===== config.mk =====
export PLATFORM = sky130hd
export DESIGN_NAME = serial_subtractor
export DESIGN_NICKNAME = d
export VERILOG_FILES = /design/src/rtl/sub_pkg.sv /design/src/rtl/full_subtractor.sv /design/src/rtl/serial_subtractor.sv
export SDC_FILE = /design/constraint.sdc
export NUM_CORES = 1
export LEC_CHECK = 0
export BUFFER_PORTS_ARGS = -buffer_cell sky130_fd_sc_hd__buf_2
export CAP_MARGIN = 20
export CORE_UTILIZATION = 49
export CTS_CLUSTER_SIZE = 20
export DETAILED_ROUTE_END_ITERATION = 6
export PLACE_DENSITY_LB_ADDON = 0.1
export SKIP_LAST_GASP = 1
export SLEW_MARGIN = 20
export SYNTH_ARGS = -nofsm -noshare
export SYNTH_HDL_FRONTEND = slang
export SYNTH_SLANG_ARGS = --single-unit

===== constraint.sdc =====
create_clock -name clk -period 1.6 [get_ports clk]
set_input_delay 0.32 -clock clk [delete_from_list [all_inputs] [get_ports clk]]
set_output_delay 0.32 -clock clk [all_outputs]
set_load 0.02 [all_outputs]

===== src/rtl/sub_pkg.sv =====
// rtl/sub_pkg.sv - shared FSM state type and default operand width for the serial subtractor
package sub_pkg;

   localparam int DEFAULT_WIDTH = 8;

   typedef enum logic [1:0] {
      IDLE = 2'd0,
      BUSY = 2'd1,
      DONE = 2'd2
   } state_t;

endpackage


===== src/rtl/full_subtractor.sv =====
// rtl/full_subtractor.sv - one-bit combinational full subtractor
module full_subtractor (
   input  logic din_A,
   input  logic din_B,
   input  logic din_bin,
   output logic dout_diff,
   output logic dout_borrow
);

   assign dout_diff   = din_A ^ din_B ^ din_bin;
   assign dout_borrow = (~din_A & din_B) | (~(din_A ^ din_B) & din_bin);

endmodule


===== src/rtl/serial_subtractor.sv =====
// rtl/serial_subtractor.sv - bit-serial A - B - bin subtractor with valid/ready handshakes
// Defining SERIAL_SUB_OVERFLOW_EN adds the dout_overflow (signed overflow) output.
module serial_subtractor
   import sub_pkg::*;
#(
   parameter int WIDTH = DEFAULT_WIDTH
) (
   input  logic             clk,
   input  logic             rst_n,
   input  logic [WIDTH-1:0] din_A,
   input  logic [WIDTH-1:0] din_B,
   input  logic             din_bin,
   input  logic             din_valid,
   output logic             din_ready,
   output logic [WIDTH-1:0] dout_diff,
   output logic             dout_borrow,
   output logic             dout_valid,
   input  logic             dout_ready
`ifdef SERIAL_SUB_OVERFLOW_EN
   ,
   output logic             dout_overflow
`endif
);

   localparam int CW = $clog2(WIDTH) + 1;
   localparam logic [CW-1:0] LAST_BIT = CW'(WIDTH - 1);

   state_t           state;
   logic [WIDTH-1:0] a_sr;
   logic [WIDTH-1:0] b_sr;
   logic [WIDTH-1:0] res_sr;
   logic [CW-1:0]    cnt;
   logic             br;
   logic             step_d;
   logic             step_br;

   full_subtractor u_fs (
      .din_A      (a_sr[0]),
      .din_B      (b_sr[0]),
      .din_bin    (br),
      .dout_diff  (step_d),
      .dout_borrow(step_br)
   );

   // Result outputs are loaded only on the final bit, so they hold the last
   // result through BUSY and IDLE until the next transaction completes.
   always_ff @(posedge clk or negedge rst_n) begin
      if (!rst_n) begin
         state       <= IDLE;
         a_sr        <= '0;
         b_sr        <= '0;
         res_sr      <= '0;
         cnt         <= '0;
         br          <= 1'b0;
         din_ready   <= 1'b1;
         dout_valid  <= 1'b0;
         dout_diff   <= '0;
         dout_borrow <= 1'b0;
`ifdef SERIAL_SUB_OVERFLOW_EN
         dout_overflow <= 1'b0;
`endif
      end else begin
         case (state)
            IDLE: begin
               if (din_valid) begin
                  a_sr      <= din_A;
                  b_sr      <= din_B;
                  br        <= din_bin;
                  cnt       <= '0;
                  state     <= BUSY;
                  din_ready <= 1'b0;
               end
            end
            BUSY: begin
               a_sr   <= a_sr >> 1;
               b_sr   <= b_sr >> 1;
               res_sr <= {step_d, res_sr[WIDTH-1:1]};
               br     <= step_br;
               if (cnt == LAST_BIT) begin
                  state       <= DONE;
                  dout_valid  <= 1'b1;
                  dout_diff   <= {step_d, res_sr[WIDTH-1:1]};
                  dout_borrow <= step_br;
`ifdef SERIAL_SUB_OVERFLOW_EN
                  // On the last step the LSBs of the shifters are the operand MSBs.
                  dout_overflow <= (a_sr[0] ^ b_sr[0]) & (step_d ^ a_sr[0]);
`endif
               end else begin
                  cnt <= cnt + 1'b1;
               end
            end
            DONE: begin
               if (dout_ready) begin
                  state      <= IDLE;
                  dout_valid <= 1'b0;
                  din_ready  <= 1'b1;
               end
            end
            default: begin
               state      <= IDLE;
               dout_valid <= 1'b0;
               din_ready  <= 1'b1;
            end
         endcase
      end
   end

endmodule


== Word-level counts from Yosys, hierarchy flattened ==
Index checks and enable logic that the tools add are counted.
W data, S select, Z words.

* Register bits: 42
* Output and inout port bits: 11

* Add/sub/neg operators: 1
* Equality and inequality tests: 7
* Multiplexer cells: 19
* Bitwise logic cells: 9
* Reduce and logical (&&, ||, !) cells: 8

{| class="wikitable"
|+ Operator list
! cell !! count
|-
| $pmux W8 S2 || 2
|-
| $mux W8 || 2
|-
| $reduce_and A3 Y1 || 4
|-
| $mux W4 || 2
|-
| $ne A2 B2 Y1 const B || 4
|-
| $pmux W4 S2 || 1
|-
| $mux W2 || 3
|-
| $pmux W1 S3 || 2
|-
| $pmux W2 S3 || 1
|-
| $mux W1 || 5
|-
| $add A4 B1 Y4 const B || 1
|-
| $eq A4 B3 Y1 const B || 1
|-
| $not A1 Y1 || 4
|-
| $reduce_and A2 Y1 || 2
|-
| $and A1 B1 Y1 || 2
|-
| $eq A2 B1 Y1 const B || 1
|-
| $eq A2 B2 Y1 const B || 1
|-
| $logic_not A2 Y1 || 1
|-
| $pmux W1 S2 || 1
|-
| $reduce_bool A2 Y1 || 1
|-
| $xor A1 B1 Y1 || 2
|-
| $or A1 B1 Y1 || 1
|}

== Longest topological paths before layout ==
Gate-level depths: netlist (run 1).

* Depth after elaboration: 5
* Gate-level depth with buffers: 6
* Gate-level depth less buffers: 5

== By module ==
From an unflattened synthesis (run 1), not the netlist that was laid out.

* Cell total of the unflattened synthesis: 167
* Area, all modules: 1,840.5 sq um

{| class="wikitable"
|+ By module, submodules not included
! module !! times used !! cells an instance !! area each (sq um) !! seq. area each (sq um)
|-
| serial_subtractor || 1 || 163 || 1,809.2 || 1,027.2
|-
| full_subtractor || 1 || 4 || 31.3 || 0.0
|}

== Worst setup path after synthesis (run 1) ==
OpenSTA, ideal clock, no wires.

* Kind: flip-flop to flip-flop
* Start point: register cnt[0]
* End point: register dout_diff[0]
* Library setup time: 0.125 ns
* Data arrival time: 1.348 ns
* Required time: 1.475 ns
* Slack: 0.127 ns
* Stages on the path, launching flop included: 5
* Path buffers: 0
* Period minus slack after synthesis: 1.473 ns
* Cell sequence: dfrtp_1 ha_1 nand3b_1 nor2_8 mux2_2

* Word-level cells in the longest chain between the ends: 2

{| class="wikitable"
|+ RTL lines
! element !! RTL line !! text
|-
| from (decl) || serial_subtractor.sv:32 || <nowiki>logic [CW-1:0] cnt;</nowiki>
|-
| from (signal assigned) || serial_subtractor.sv:89 || <nowiki>cnt <= cnt + 1'b1;</nowiki>
|-
| $eq A4 B3 Y1 || serial_subtractor.sv:79 || <nowiki>if (cnt == LAST_BIT) begin</nowiki>
|-
| $reduce_and A2 Y1 (no line) || -- ||
|-
| to (signal assigned) || serial_subtractor.sv:82 || <nowiki>dout_diff <= {step_d, res_sr[WIDTH-1:1]};</nowiki>
|-
| to (decl) || serial_subtractor.sv:15 || <nowiki>output logic [WIDTH-1:0] dout_diff,</nowiki>
|}

No other way between the ends.
A chain may end at the register's enable or synchronous reset.

== Worst setup path after layout (run 1) ==
* Start point: register cnt[0]
* End point: register dout_diff[6]

The elaborated chain is that of the path after synthesis.

==> summary.txt, run 1 <==
DRC Markers - 0
Cell with the most instances after synthesis - nand2_1
Seq/Total Area, Yosys - 54.70%
Synth top area cells - dfrtp_1 (53%), mux2i_1 (8.5%), nand2_1 (8.2%)
Final Core Density - 60.32%
Final setup fails - 0
Power Internal - 2.749 mW
Worst path bufs/invs - 0
GRT Total Usage - 18.88%
Share of post-route cells with drive strength above 1 - 30.48%
Final Skew - 0.009869 ns
Slew @ Worst Pin - 0.5110 ns
Largest net degree at the start of global routing - 23
# hold bufs at CTS - 0
Critical path required time - 1.76 ns
Fin crit share - 93.34%
Headroom to the max-slew limit - 65.94%
Crit path cell chain - ha_2, nand3b_1, nor2_8, mux2_2
Flop pwr share - 40.8%
Final min period - 1.493 ns
Drt wl/cell - 12.62 um
Core region area - 0.003661 sq mm
Vias - 1270
Crit start category - register
CP arrival - 1.66 ns
Share of the synthesized area in the top cell type - 53.30%
Syn Std Cell Area - 0.001878 sq mm
Syn Inst Count - 170
TritonCTS Buffers - 5
Htree depth - 2
Unrepaired setup endpoints after global routing - no
Clock Sinks - 41
Clk network pwr share - 15.2%
Max clock buf depth - 2
Area growth, synth to finish - 17.59%
Sw Share - 37.26%
Starting Density - 51.30%
Post-Syn Area per Cell - 11.05 sq um
Crit path kind - register to register
Crit. End Element - register
Post-synth ARST share - 100.0%
Synth cell count leaders - nand2_1 (41), dfrtp_1 (40), mux2i_1 (16), o21ai_0 (10), a21oi_1 (9)
YS warnings - 0
Synth Net Count - 193
Die area - 0.004084 sq mm
Cell family with most CP delay - simple AND/OR/NAND/NOR gates
Synth Flop Type - dfrtp_1
Global-route wire length before repair - 5.927 mm
First drt pass iteration count - 4
PD cells - 1984 mW/mm^2
Synthesized flop and latch total - 41
P_leak - 1.126 nW
Row cnt - 22
Reg clk slew, reported paths - 0.07 ns
Die H - 63.91 um
Grt total ovfl - 0
Final slew viol count - 0
Unique masters post-synth - 31
Comb pwr share - 44.1%
Die Wd - 63.91 um
Switching power total - 1.633 mW
Maxcap violations - 0
Clock root buffer - clkbuf_8
Initial antenna violation count - 0
Hold_ws - 0.004697 ns
Final Hold Fails - 0
Dominant cell type by area after synthesis - dfrtp_1
EDFF count, synth - 0
Status - finished, final reports clean
Vias per Instance - 4.922
VDD IR max - 776.7 uV
Vias in the first global route - 1350
Final HPWL DP - 2.356 mm
Buffers on Ports - 31
Antenna Cells - 0
Initial DRC Count - 34
Worst skew pair latency - 0.28 ns
Antenna viol nets, final - 0
Critical path fanouts, max - 8
Io pins - 32
Max Clk Rate - 669.6 MHz
CTS tree - done
Post-Route Setup TNS - 0 ns
Slowest stage delay, CP - 0.36 ns
Critical path's slowest cell - dfrtp_1
Final #Nets - 233
WL final - 3.256 mm
Tot Pwr - 4.382 mW
Worst hold path type - input pin to async pin
GP Congestion - 0.7411
power groups by stage:
stage | combinational (mW) | sequential (mW) | clock [mW]
CTS | 1.90 | 1.80 | 0.691
finish | 1.93 | 1.79 | 0.665
detailed placement | 1.89 | 1.82 | 0
global route | 2.17 | 1.85 | 0.728
floorplan | 1.38 | 1.90 | 0
global placement | 1.83 | 1.79 | 0
metrics by stage:
step / area, sq um / instances / setup WS, ns
floorplan: 1878 / 170 / 0.1272
global placement: 2090 / 248 / 0.1259
detailed placement: 2090 / 248 / 0.06287
CTS: 2180 / 255 / 0.04597
global route: 2208 / 258 / 0.03131
finish: 2208 / 258 / 0.1066
timing repair:
action,CTS,global route
setup buffers,0,3
endpoints found under the hold margin,0,0
setup endpoints to repair,0,9
gates resized for setup,0,2
final timing paths:
path	from	end	slack [ns]	cells after the start
max	cnt[0]	dout_diff[6]	0.11	4
min	rst_n	dout_diff[4]	0.005	1
max reg2reg	cnt[0]	dout_diff[6]	0.11	4
min reg2reg	a_sr[5]	a_sr[5]	0.49	2
max in group asynchronous	rst_n	b_sr[6]	1.10	2
min in group clk	din_A[1]	a_sr[1]	0.31	3
kinds of logic after synthesis:
kind of cell,share of synthesized area [%]
buffers and inverters,5.929
and+or+nand+nor,13.79
muxes,13.32
DFF,54.70
adders and majority gates,1.732
AOI/OAI and AO/OA,10.53
layer usage:
layer | routed length, um | share of wire [%] | track usage (%) | up-vias
li1 | - | - | - | 647
met1 | 1504 | 46 | 23.09 | 592
met2 | 1604 | 49 | 32.98 | 29
met3 | 125 | 3.8 | 3.571 | 2
met4 | 22 | 0.68 | 6.818 | 0
met5 | 0 | 0 | 0 | -
placed cells by master (no fill, tap or decap), drive strengths merged:
cell,n
nor3b,1
a21oi,9
clkbuf,6
nand2b,2
nor2b,4
clkinvlp,1
mux2i,16
nand3,1
and3b,1
o31ai,1
nand2,41
o21bai,1
fa,1
o21ai,18
o22a,1
nor2,4
ha,1
dfrtp,40
mux2,8
nand3b,1
a211oi,1
dfstp,1
o22ai,2
o21a,1
buf,43
inv,4
final cells by class:
class,count,area [sq um]
fill,321,1453
sequential,41,1027
multi-input combinational,115,745.7
timing repair buffer,43,270.3
clock buffer,6,82.58
tap,48,60.06
inverter,4,15.01
clock inverter,1,7.507
sequential cells by signal, indices dropped and copies added, names as in the netlist:
signal       cells
state            2
a_sr             8
b_sr             8
res_sr           7
dout_valid       1
dout_diff        8
cnt              4
din_ready        1
dout_borrow      1
br               1
worst reg2reg max path, cell delays in order (launching register included):
cell and delay (ns):
dfrtp_1 0.36, ha_2 0.22, nand3b_1 0.20, nor2_8 0.23, mux2_2 0.36
Power figures use the tool's default switching activity.
==> run 2, diff against run 1 <==
--- a/config.mk
+++ b/config.mk
@@ -6,13 +6,11 @@
 export NUM_CORES = 1
 export LEC_CHECK = 0
 export BUFFER_PORTS_ARGS = -buffer_cell sky130_fd_sc_hd__buf_2
-export CAP_MARGIN = 20
-export CORE_UTILIZATION = 49
+export CORE_UTILIZATION = 40
 export CTS_CLUSTER_SIZE = 20
 export DETAILED_ROUTE_END_ITERATION = 6
 export PLACE_DENSITY_LB_ADDON = 0.1
 export SKIP_LAST_GASP = 1
-export SLEW_MARGIN = 20
 export SYNTH_ARGS = -nofsm -noshare
 export SYNTH_HDL_FRONTEND = slang
 export SYNTH_SLANG_ARGS = --single-unit
==> run 2 against run 1 <==
Against the previous run: the flow now finishes with violations (design-rule violations); global-route usage decreased by 3.5 points; flip-flop and latch count did not move; design area is 1.0% lower; clock power shrank 2%; power fell by 1.6%; register-to-register slack worse by 0.03 ns; first-iteration DRC count up 56%; clock skew fell by 0.0031 ns; sequential share of layout area up 0.48 points; fmax shrank 2.3%; critical path depth unchanged; combinational power is 4% lower.
==> summary.txt, run 2 (synthesis results as in run 1) <==
Violated checks - design-rule violations
WP depth - 4
GP Congestion - 0.6824
Status - complete, but fails checks
Vias in the first global route - 1375
Final HPWL DP - 2.437 mm
Final Hold Fails - 0
DRC Markers - 4
Row cnt - 24
Drt wl/cell - 12.81 um
Commonest non-fill, non-tap cell in the layout - nand2_1
Crit. End Element - register
Most frequent cells in the layout - nand2_1 (41), dfrtp_1 (40), buf_2 (31)
Share of post-route cells with drive strength above 1 - 28.85%
Htree depth - 2
CP arrival - 1.71 ns
Starting Density - 42.26%
Slew @ Worst Pin - 0.4280 ns
Unrepaired setup endpoints after global routing - no
Clock Sinks - 41
VDD IR max - 812.7 uV
P_leak - 1.113 nW
Slowest stage delay, CP - 0.39 ns
Io pins - 32
First drt pass iteration count - 6
Critical path required time - 1.78 ns
Top flop regs - a_sr x8, b_sr x8, dout_diff x8
Core region area - 0.004444 sq mm
Initial DRC Count - 53
Die area - 0.004973 sq mm
GRT Total Usage - 15.38%
Final min period - 1.528 ns
Antenna viol nets, final - 0
Reg2Reg Depth - 4
Worst hold path type - input pin to register
Cell family with most CP delay - simple AND/OR/NAND/NOR gates
Crit path cell chain - ha_2, nand3b_1, nor2_8, mux2_2
Crit path kind - register to register
Hold_ws - 0.3001 ns
Reg clk slew, reported paths - 0.08 ns
Hold Crit Depth - 3
Final Skew - 0.006723 ns
Crit start category - register
Die H - 70.52 um
Critical path fanouts, max - 8
Vias per Instance - 5.073
Fin crit share - 95.51%
Final slew viol count - 0
Critical path's slowest cell - dfrtp_1
Maxcap violations - 0
Post-Route Setup TNS - 0 ns
Headroom to the max-slew limit - 71.47%
Antenna Cells - 0
Area post-placement - 0.002087 sq mm
Post-CTS Setup Bufs - 0
Initial antenna violation count - 0
CTS tree - done
Clock root buffer - clkbuf_8
Grt total ovfl - 0
Worst path bufs/invs - 0
WL final - 3.330 mm
Fin area - 0.002186 sq mm
Buffers on Ports - 31
Area growth, synth to finish - 16.39%
TritonCTS Buffers - 5
Max Clk Rate - 654.4 MHz
Largest net degree at the start of global routing - 25
Global-route wire length before repair - 5.906 mm
Max clock buf depth - 2
Worst skew pair latency - 0.29 ns
Die Wd - 70.52 um
Final #Nets - 230
Vias - 1319
PD cells - 1973 mW/mm^2
Final setup fails - 0
[run 2: cell types whose count changed in the layout (fill, tap and decap cells not counted)]
cell	before	now
clkbuf_8	6	5
clkinv_2	0	2
clkbuf_1	0	1
buf_4	10	6
clkinvlp_4	1	0
dlygate4sd3_1	0	1
[run 2: cell type report]
type / instances / area [sq um]
clock buffers: 6 / 72.57
repair buffers: 40 / 250.2
flip-flops and latches: 41 / 1027
clock inverters: 2 / 10.01
multi-input cells: 115 / 745.7
well taps: 52 / 65.06
inverters: 4 / 15.01
fillers: 441 / 2258
[run 2: per-layer routing]
layer  wire length, um  share of wire [%]  up-vias  global-route usage, %
met1              1509                 45      633                  18.39
met4                60                1.8        0                  6.803
met5                 0                  0        -                      0
li1                  -                  -      643                      -
met2              1633                 49       36                  26.54
met3               126                3.8        7                  3.463
[run 2: power by group]
group | leakage (nW) | switching, mW | internal, mW
clock | 0.0450 | 0.350 | 0.302
sequential | 0.511 | 0.285 | 1.51
combinational | 0.556 | 1.01 | 0.850
total | 1.11 | 1.65 | 2.67
[run 2: repair_timing]
action | 4_1_cts | 5_1_grt
resized for setup | 0 | 2
hold endpoints to repair | 17 | 0
hold buffers | 1 | 0
endpoints found under the setup margin | 0 | 6
[run 2: worst min-delay path: cells and delay by family]
| family | cells | cell delay, ns |
|---|---|---|
| AOI/OAI and AO/OA | 1 | 0.10 |
| buffers and inverters | 1 | 0.07 |
| muxes | 1 | 0.05 |
[run 2: worst paths after layout]
| check | startpoint | end | slack [ns] |
|---|---|---|---|
| worst min register to register | a_sr[4] | a_sr[4] | 0.48 |
| min in group asynchronous | rst_n | dout_borrow | 0.49 |
| max in group asynchronous | rst_n | din_ready | 0.57 |
| worst max-delay path | cnt[0] | dout_diff[0] | 0.07 |
| worst min-delay path | din_A[2] | a_sr[2] | 0.30 |
| worst max register to register | cnt[0] | dout_diff[0] | 0.07 |
[run 2: per-stage QoR]
| stage | util, % | instances | worst slack (ns) | total power, mW |
|---|---|---|---|---|
| final | 49.18 | 260 | 0.07186 | 4.314 |
| after global placement | 46.96 | 251 | 0.1258 | 3.622 |
| after detailed placement | 46.96 | 251 | 0.06568 | 3.715 |
| after floorplan | - | 170 | 0.1272 | 3.278 |
| after global routing | 49.18 | 260 | 0.004257 | 4.682 |
| after CTS | 49.04 | 260 | 0.05213 | 4.373 |
